[config.mk]
export PLATFORM = sky130hd
export DESIGN_NAME = rr_pipe_mux_flat
export DESIGN_NICKNAME = d
export VERILOG_FILES = /design/src/rtl/rr_pipe_mux_if.sv /design/src/rtl/rr_pipe_mux.sv /design/src/flat_wrapper.sv
export SDC_FILE = /design/constraint.sdc
export NUM_CORES = 1
export LEC_CHECK = 0
export ABC_AREA = 0
export CORE_AREA = 3 3 120 122
export CTS_BUF_LIST = sky130_fd_sc_hd__clkbuf_16
export CTS_CLUSTER_DIAMETER = 40
export CTS_CLUSTER_SIZE = 10
export DETAILED_ROUTE_END_ITERATION = 7
export DIE_AREA = 0 0 123 125
export PLACE_DENSITY = 0.77
export SLEW_MARGIN = 10
export SYNTH_ARGS = -nofsm -noshare
export SYNTH_HDL_FRONTEND = slang
export SYNTH_SLANG_ARGS = --single-unit
[constraint.sdc]
create_clock -name clk -period 4.6 [get_ports clk]
set_input_delay 0.46 -clock clk [delete_from_list [all_inputs] [get_ports clk]]
set_output_delay 0.46 -clock clk [all_outputs]
set_load 0.005 [all_outputs]
[src/rtl/rr_pipe_mux_if.sv]
`default_nettype none
// ============================================================================
//  Module      : rr_pipe_mux_if
//  Description : Handshake/data bundle for rr_pipe_mux. The producer side
//                (ALU result sources plus downstream ready) uses the master
//                modport; the multiplexer itself uses the slave modport.
//  Revision    : 1.0 - initial release
// ============================================================================
interface rr_pipe_mux_if #(
    parameter int WIDTH  = 32,
    parameter int NUM_IN = 8,
    parameter int SEL_W  = $clog2(NUM_IN)
);
    logic [NUM_IN*WIDTH-1:0] in_data;
    logic [NUM_IN-1:0]       in_valid;
    logic [NUM_IN-1:0]       in_ready;
    logic                    mode;
    logic [SEL_W-1:0]        select;
    logic [WIDTH-1:0]        out_data;
    logic                    out_valid;
    logic                    out_ready;
    logic [SEL_W-1:0]        out_src;

    modport master (
        output in_data, in_valid, mode, select, out_ready,
        input  in_ready, out_data, out_valid, out_src
    );

    modport slave (
        input  in_data, in_valid, mode, select, out_ready,
        output in_ready, out_data, out_valid, out_src
    );
endinterface
`default_nettype wire

[src/rtl/rr_pipe_mux.sv]
`default_nettype none
// ============================================================================
//  Module      : rr_pipe_mux
//  Description : Registered NUM_IN-to-1 word multiplexer with per-channel
//                valid/ready. mode=0 grants the channel named by select,
//                mode=1 arbitrates round-robin across valid channels.
//                One cycle of latency, one word per cycle throughput.
//                Optional macro PIPE_MUX_COUNT_EN adds a 16-bit xfer_count
//                output counting output handshakes.
//  Revision    : 1.0 - initial release
// ============================================================================
module rr_pipe_mux #(
    parameter int WIDTH  = 32,
    parameter int NUM_IN = 8,
    parameter int SEL_W  = $clog2(NUM_IN)
) (
    input  wire logic        clk,
    input  wire logic        reset,
`ifdef PIPE_MUX_COUNT_EN
    output logic [15:0]      xfer_count,
`endif
    rr_pipe_mux_if.slave     bus
);

    localparam logic [SEL_W-1:0] c_PTR_RESET = SEL_W'(NUM_IN - 1);

    logic [WIDTH-1:0]    r_out_data;
    logic                r_out_valid;
    logic [SEL_W-1:0]    r_out_src;
    logic [SEL_W-1:0]    r_rr_ptr;

    logic                w_load;
    logic                w_sel_ok;
    logic                w_sel_valid;
    logic [2*NUM_IN-1:0] w_dbl;
    logic [NUM_IN-1:0]   w_rot;
    logic [NUM_IN-1:0]   w_rot_tmp;
    logic                w_rr_found;
    int                  w_rr_pos;
    logic [SEL_W-1:0]    w_rr_idx;
    logic                w_has_grant;
    logic                w_grant_valid;
    logic [SEL_W-1:0]    w_grant_idx;
    logic [WIDTH-1:0]    w_grant_data;
    logic                w_xfer;

    // Output register can take a word when empty or draining this cycle
    assign w_load      = !r_out_valid || bus.out_ready;
    // Out-of-range selects (non-power-of-2 NUM_IN) grant nothing
    assign w_sel_ok    = int'(bus.select) < NUM_IN;
    assign w_sel_valid = |(bus.in_valid & (NUM_IN'(1) << bus.select));

    // Rotate valids so bit 0 is channel rr_ptr+1, then take the lowest set bit
    always_comb begin
        w_dbl      = {bus.in_valid, bus.in_valid};
        w_rot      = NUM_IN'(w_dbl >> (int'(r_rr_ptr) + 1));
        w_rot_tmp  = w_rot;
        w_rr_found = 1'b0;
        w_rr_pos   = 0;
        for (int j = 0; j < NUM_IN; j++) begin
            if (!w_rr_found && w_rot_tmp[0]) begin
                w_rr_found = 1'b1;
                w_rr_pos   = int'(r_rr_ptr) + 1 + j;
            end
            w_rot_tmp = w_rot_tmp >> 1;
        end
        if (w_rr_pos >= NUM_IN) begin
            w_rr_pos = w_rr_pos - NUM_IN;
        end
        w_rr_idx = SEL_W'(w_rr_pos);
    end

    // Grant decision for the current mode; explicit mode offers ready even when idle
    always_comb begin
        if (bus.mode) begin
            w_has_grant   = w_rr_found;
            w_grant_valid = w_rr_found;
            w_grant_idx   = w_rr_idx;
        end else begin
            w_has_grant   = w_sel_ok;
            w_grant_valid = w_sel_ok && w_sel_valid;
            w_grant_idx   = bus.select;
        end
    end

    // Granted channel's word and the per-channel ready vector
    always_comb begin
        w_grant_data = WIDTH'(bus.in_data >> (int'(w_grant_idx) * WIDTH));
        if (!reset && w_load && w_has_grant) begin
            bus.in_ready = NUM_IN'(1) << w_grant_idx;
        end else begin
            bus.in_ready = '0;
        end
    end

    assign w_xfer = w_grant_valid && w_load;

    // Output register and round-robin pointer
    always_ff @(posedge clk) begin
        if (reset) begin
            r_out_valid <= 1'b0;
            r_out_data  <= '0;
            r_out_src   <= '0;
            r_rr_ptr    <= c_PTR_RESET;
        end else if (w_load) begin
            if (w_xfer) begin
                r_out_valid <= 1'b1;
                r_out_data  <= w_grant_data;
                r_out_src   <= w_grant_idx;
                if (bus.mode) begin
                    r_rr_ptr <= w_grant_idx;
                end
            end else begin
                r_out_valid <= 1'b0;
            end
        end
    end

    assign bus.out_data  = r_out_data;
    assign bus.out_valid = r_out_valid;
    assign bus.out_src   = r_out_src;

`ifdef PIPE_MUX_COUNT_EN
    logic [15:0] r_xfer_count;

    // Count output handshakes, wrapping naturally at 16 bits
    always_ff @(posedge clk) begin
        if (reset) begin
            r_xfer_count <= '0;
        end else if (r_out_valid && bus.out_ready) begin
            r_xfer_count <= r_xfer_count + 16'd1;
        end
    end

    assign xfer_count = r_xfer_count;
`endif

endmodule
`default_nettype wire

[src/flat_wrapper.sv]
// flat-port wrapper written by rule: the top's interface ports become plain ports
module rr_pipe_mux_flat 
#(
    parameter int WIDTH  = 32,
    parameter int NUM_IN = 8,
    parameter int SEL_W  = $clog2(NUM_IN)
)
  (clk, reset, bus_in_data, bus_in_valid, bus_mode, bus_select, bus_out_ready, bus_in_ready, bus_out_data, bus_out_valid, bus_out_src);
  rr_pipe_mux_if #(.WIDTH(WIDTH), .NUM_IN(NUM_IN), .SEL_W(SEL_W)) bus_i ();
  input  wire logic clk;
  input  wire logic reset;
  input wire logic [$bits(bus_i.in_data)-1:0] bus_in_data;
  input wire logic [$bits(bus_i.in_valid)-1:0] bus_in_valid;
  input wire logic [$bits(bus_i.mode)-1:0] bus_mode;
  input wire logic [$bits(bus_i.select)-1:0] bus_select;
  input wire logic [$bits(bus_i.out_ready)-1:0] bus_out_ready;
  output wire logic [$bits(bus_i.in_ready)-1:0] bus_in_ready;
  output wire logic [$bits(bus_i.out_data)-1:0] bus_out_data;
  output wire logic [$bits(bus_i.out_valid)-1:0] bus_out_valid;
  output wire logic [$bits(bus_i.out_src)-1:0] bus_out_src;
  assign bus_i.in_data = bus_in_data;
  assign bus_i.in_valid = bus_in_valid;
  assign bus_i.mode = bus_mode;
  assign bus_i.select = bus_select;
  assign bus_i.out_ready = bus_out_ready;
  assign bus_in_ready = bus_i.in_ready;
  assign bus_out_data = bus_i.out_data;
  assign bus_out_valid = bus_i.out_valid;
  assign bus_out_src = bus_i.out_src;
  rr_pipe_mux #(.WIDTH(WIDTH), .NUM_IN(NUM_IN), .SEL_W(SEL_W)) u_core (.clk(clk), .reset(reset), .bus(bus_i));
endmodule
==> results.py, run 1 <==
metrics = {
    "routing": {
        "via_count": 6016,
        "drt-total-wl_mm": 22.1,
        "post_drt_wl_per_cell_um": 20.0,
        "drc": 0,
        "viasPerCell": 5.44,
        "ant_nets": 0,
        "drt_iter0_drc": 611,
        "firstDrtPassIters": 7,
    },
    "setup_path": {
        "worst_setup_path_start_kind": "input pin",
        "critical_path_arrival_ps": 4020,
        "crit_path_max_fanout": 8,
        "path_class": "in -> out",
        "cp.required_ps": 4140,
        "critPathCaptureType": "output pin",
    },
    "global_routing": {
        "grt_usage": 0.268,
        "grt_max_degree": 97,
        "gr-total-overflow": 0,
        "grt_pass1_wl_mm": 32.4,
        "grt_pass1_vias": 5660,
        "antenna_found_initial": 0,
    },
    "clock_network": {
        "cts_buffer_depth": 2,
        "clk_pin_slew_ps": 70,
        "root_buffer": "clkbuf_16",
        "clock_sink_count": 39,
        "clk_latency_ps": 300,
        "tritoncts": "yes",
        "cts_resized": 0,
        "postCtsSetupBuffers": 0,
        "numCtsBuffers": 5,
        "htree_levels": 2,
        "hold_buffers": 0,
    },
    "yosys": {
        "yosysTopAreaCell": "dfxtp_1",
        "syn-num-nets": 911,
        "syn_area_um2": 4540,
        "synth_top_area_share": 0.172,
        "synth-seq-cells": 39,
        "synth_edf_count": 0,
        "syn_area_per_cell_um2": 7.11,
        "syn_inst": 638,
        "synthArstFlopShare": 0,
        "yosys_most_used_dff": "dfxtp_1",
        "ys_types": 53,
        "seq_area_frac_synth": 0.172,
        "synth_area_leaders": "dfxtp_1 17%, nand2_1 14%, and3_1 9.1%",
        "ys_warn_count": 0,
    },
    "floorplan": {
        "rows": 42,
        "dieArea_um2": 15400,
        "core_area_um2": 13300,
        "start_util": 0.341,
        "pin_count": 315,
        "die_h_um": 125,
        "die_w_um": 123,
    },
    "placement": {
        "portBuffers": 314,
        "place_congestion": 0.935,
        "place_hpwl_mm": 17.3,
        "place_ws_ps": 139,
        "dp_cells": 1097,
    },
    "layout": {
        "fin_cells": 1105,
        "drive_gt1_frac": 0.0743,
        "area_growth_pct": 77.8,
        "final_core_util": 0.607,
        "layout_common_cells": "313 x clkdlybuf4s50_1, 172 x nand2_1, 66 x and3_1",
        "final_common_cell": "clkdlybuf4s50_1",
        "finish.net_count": 1201,
        "n_antenna_cell": 0,
    },
    "timing": {
        "finalHoldViolCount": 0,
        "rsz0062_at_grt": "false",
        "slew_headroom": 0.598,
        "tns_ps": 0,
        "fmax_mhz": 223,
        "fin_ws_ps": 120,
        "setup_violations": 0,
        "period_share": 0.974,
        "drv_slew": 0,
        "worstMarginPinSlew_ps": 587,
        "final.min_clock_period_ps": 4480,
        "finalClockSkew_ps": 15.8,
    },
    "hold_path": {
        "hold_path_class": "reg -> reg",
    },
    "job": {
        "timing.max_cap.violations": 0,
    },
    "power": {
        "ir_drop_v": 0.000229,
        "powerDensity_nw_per_um2": 349,
        "p_leak_nw": 3.33,
        "total_power_w": 0.00282,
    },
    "outcome": {
        "status": "finished clean",
    },
}
-- logic make-up (layout without fill, tap and decap cells) --
logic type,count (synthesis),after routing,synth area share
AO/OA/AOI/OAI,141,141,0.238
XOR/XNOR,5,5,0.00965
adder cells (fa/ha/maj),2,2,0.00551
buffers and inverters,66,357,0.0733
flip-flops,39,39,0.172
multiplexers,51,51,0.141
AND/OR/NAND/NOR,334,334,0.361
-- metal layers --
metal / vias up / GRT usage / wire [um]
met4: 0 / 0.0502 / 356
li1: 2948 / - / -
met1: 2765 / 0.346 / 9110
met5: - / 0 / 0
met2: 277 / 0.446 / 10400
met3: 26 / 0.0808 / 2260
-- layout make-up --
| class | count | area, um^2 |
|---|---|---|
| multi-input combinational | 533 | 3450 |
| timing repair buffer | 345 | 3430 |
| fill | 1211 | 5230 |
| inverter | 4 | 15.0 |
| sequential | 39 | 783 |
| tap | 176 | 220 |
| clock inverter | 3 | 43.8 |
| clock buffer | 5 | 125 |
-- through the flow --
step / hold WS [ps] / instance area [um^2]
6_report: 451 / 8070
3_3_place_gp: 432 / 7900
3_5_place_dp: 438 / 7900
4_1_cts: 455 / 8060
5_1_grt: 468 / 8070
2_1_floorplan: 449 / 4540
-- cells in the mapped netlist, types with 5 or more instances --
master	n
buf_6	6
clkbuf_1	29
a32o_1	33
nor3_1	5
nor2_1	18
mux2_2	5
nand2_1	172
nor4_1	32
mux2i_1	36
a211oi_1	6
buf_2	20
dfxtp_1	39
o31ai_1	32
and3_1	66
a21oi_1	42
nand3_1	6
o21ai_0	6
nand2b_1	7
nor2b_1	8
mux4_2	10
-- worst max-delay path, cell delays in order --
cell             delay, ps
clkdlybuf4s50_1        560
mux4_2                 570
mux2_2                 330
nor3b_1                140
o311ai_0               350
o2111ai_1              210
a41o_1                 300
a21oi_4                160
nor2b_4                190
nor2b_1                210
clkdlybuf4s50_1        530
-- final timing paths --
path,from,end,slack (ps),cells past startpoint
hold / removal,u_core.bus.out_data[7]$_SDFFE_PP0P_,u_core.bus.out_data[7]$_SDFFE_PP0P_,450,2
setup / recovery,bus_in_valid[7],bus_in_ready[1],120,11
hold reg to reg,u_core.bus.out_data[7]$_SDFFE_PP0P_,u_core.bus.out_data[7]$_SDFFE_PP0P_,450,2
setup reg to reg,u_core.r_rr_ptr[0]$_SDFFE_PP1P_,u_core.bus.out_data[1]$_SDFFE_PP0P_,620,12
-- flip-flops by register name (all words and copies together) (netlist names) --
signal,count
u_core.bus.out_data,32
u_core.bus.out_src,3
u_core.r_rr_ptr,3
u_core.bus.out_valid,1
-- report_power, final --
part           switching (W)  total, W  internal, W  leakage (nW)
clock network       0.000170  0.000427     0.000257        0.0838
logic               0.000948   0.00189     0.000946          2.92
registers          0.0000669  0.000497     0.000430         0.323
No activity file was read; power rests on OpenSTA's default activity.
==> run 2: changes to the inputs <==
--- a/config.mk
+++ b/config.mk
@@ -6,13 +6,13 @@
 export NUM_CORES = 1
 export LEC_CHECK = 0
 export ABC_AREA = 0
-export CORE_AREA = 3 3 120 122
+export CORE_AREA = 3 3 122 124
 export CTS_BUF_LIST = sky130_fd_sc_hd__clkbuf_16
 export CTS_CLUSTER_DIAMETER = 40
 export CTS_CLUSTER_SIZE = 10
 export DETAILED_ROUTE_END_ITERATION = 7
-export DIE_AREA = 0 0 123 125
-export PLACE_DENSITY = 0.77
+export DIE_AREA = 0 0 125 127
+export PLACE_DENSITY = 0.75
 export SLEW_MARGIN = 10
 export SYNTH_ARGS = -nofsm -noshare
 export SYNTH_HDL_FRONTEND = slang
==> constraint.sdc (replaced) <==
create_clock -name clk -period 5.7 [get_ports clk]
set_input_delay 0.57 -clock clk [delete_from_list [all_inputs] [get_ports clk]]
set_output_delay 0.57 -clock clk [all_outputs]
set_load 0.005 [all_outputs]
==> results.py, run 2 (synthesis results as in run 1) <==
metrics = {
    "clock_network": {
        "hold_buffers": 0,
        "clock_sink_count": 39,
        "cts_resized": 0,
        "numCtsBuffers": 5,
        "root_buffer": "clkbuf_16",
        "clk_latency_ps": 280,
        "cts_buffer_depth": 2,
        "htree_levels": 2,
        "tritoncts": "yes",
        "clk_pin_slew_ps": 60,
        "postCtsSetupBuffers": 0,
    },
    "placement": {
        "place_hpwl_mm": 16.6,
        "place_congestion": 0.908,
        "portBuffers": 314,
        "dp_cells": 1081,
    },
    "setup_path": {
        "path_class": "reg -> out",
        "cpPeakStageDelay_ps": 910,
        "crit_path_max_fanout": 24,
        "cpMaxStageDelayCell": "dfxtp_1",
        "regToRegStartpoint": "u_core.r_rr_ptr[0]$_SDFFE_PP1P_",
        "critical_path_arrival_ps": 4720,
        "worst_setup_path_start_kind": "flop",
        "r2r_cells": 11,
        "critPathCaptureType": "output pin",
        "cp.required_ps": 5130,
        "rrSetupSlack_ps": 990,
        "path_cells": "mux4_2 -> or4_4 -> nor3_4 -> o311ai_0 -> a41o_1 -> a21oi_4 -> nor2b_2 -> nor2b_1 -> clkdlybuf4s50_1",
        "reg2reg_to": "u_core.bus.out_data[4]$_SDFFE_PP0P_",
    },
    "global_routing": {
        "gr-total-overflow": 0,
        "antenna_found_initial": 1,
        "grt_pass1_wl_mm": 32.7,
        "grt_usage": 0.257,
        "grt_max_degree": 130,
        "grt_pass1_vias": 5690,
    },
    "hold_path": {
        "holdCritStartpoint": "u_core.bus.out_data[17]$_SDFFE_PP0P_",
        "hold_path_class": "reg -> reg",
        "hold_depth": 2,
        "min_to": "u_core.bus.out_data[17]$_SDFFE_PP0P_",
    },
    "timing": {
        "fmax_mhz": 189,
        "finalClockSkew_ps": 2.18,
        "rsz0062_at_grt": "false",
        "setup_violations": 0,
        "worstMarginPinSlew_ps": 995,
        "period_share": 0.928,
        "slew_headroom": 0.337,
        "tns_ps": 0,
        "drv_slew": 0,
        "hold_slack_ps": 449,
        "final.min_clock_period_ps": 5290,
        "finalHoldViolCount": 0,
    },
    "layout": {
        "filler_cell_count": 1333,
        "finish.net_count": 1181,
        "n_antenna_cell": 0,
        "final_core_util": 0.565,
        "largest_register_ffs": 32,
        "drive_gt1_frac": 0.0506,
        "final_common_cell": "clkdlybuf4s50_1",
        "fin_cells": 1089,
        "area_growth_pct": 72.8,
        "layout_common_cells": "314 x clkdlybuf4s50_1, 172 x nand2_1, 66 x and3_1",
    },
    "floorplan": {
        "pin_count": 315,
        "start_util": 0.327,
        "die_h_um": 127,
        "die_w_um": 125,
        "dieArea_um2": 15900,
        "rows": 43,
        "core_area_um2": 13900,
    },
    "routing": {
        "drt_iter0_drc": 523,
        "firstDrtPassIters": 5,
        "via_count": 5972,
        "drt-total-wl_mm": 21.8,
        "post_drt_wl_per_cell_um": 20.0,
        "viasPerCell": 5.48,
        "ant_nets": 0,
        "drc": 0,
    },
    "outcome": {
        "status": "finished clean",
    },
    "power": {
        "ir_drop_v": 0.000318,
        "powerDensity_nw_per_um2": 272,
        "p_leak_nw": 3.19,
    },
    "job": {
        "timing.max_cap.violations": 0,
    },
}
[run 2: layout make-up]
type | count | area [um^2] | area share
Multi-Input combinational cell | 533 | 3440 | 0.439
Timing Repair Buffer | 325 | 3240 | 0.413
Sequential cell | 39 | 781 | 0.0995
Tap cell | 180 | 225 | 0.0287
Clock buffer | 5 | 125 | 0.0160
Clock inverter | 3 | 16.3 | 0.00207
Inverter | 4 | 15.0 | 0.00191
[run 2: worst max-delay path by stage]
stage | start | end | slack [ps] | depth (start not counted)
after detailed placement | bus_in_valid[7] | bus_in_ready[1] | 660 | 10
after global placement | bus_in_valid[7] | bus_in_ready[1] | 670 | 10
after floorplan | bus_in_valid[0] | bus_in_ready[2] | 2120 | 10
after CTS | u_core.r_rr_ptr[0]$_SDFFE_PP1P_ | bus_in_ready[1] | 420 | 9
final | u_core.r_rr_ptr[0]$_SDFFE_PP1P_ | bus_in_ready[1] | 410 | 9
after global routing | u_core.r_rr_ptr[0]$_SDFFE_PP1P_ | bus_in_ready[1] | 100 | 9
[run 2: critical path: cells and delay by family, from the launching register on]
| kind | cells | cell delay, ps |
|---|---|---|
| buffers and inverters | 1 | 510 |
| AOI/OAI and AO/OA | 3 | 960 |
| DFF | 1 | 910 |
| and+or+nand+nor | 4 | 1390 |
| muxes | 1 | 650 |
[run 2: per-stage QoR]
stage,setup WS [ps],cell area (um^2),power (W)
after global routing,99.2,7840,0.00228
final,413,7840,0.00213
after detailed placement,655,7700,0.00184
after CTS,417,7840,0.00213
after floorplan,2120,4540,0.00129
after global placement,670,7700,0.00185
[run 2: where the power goes]
part	internal (W)	switching [W]
combinational	0.000703	0.000740
clock	0.000160	0.000118
sequential	0.000346	0.0000618
total	0.00121	0.000920
[run 2: routing by layer]
layer / global-route usage / up-vias / wire length, um
met5: 0 / - / 13
met4: 0.0804 / 2 / 665
met3: 0.0748 / 40 / 1860
met2: 0.427 / 267 / 10300
met1: 0.322 / 2756 / 8890
li1: - / 2907 / -
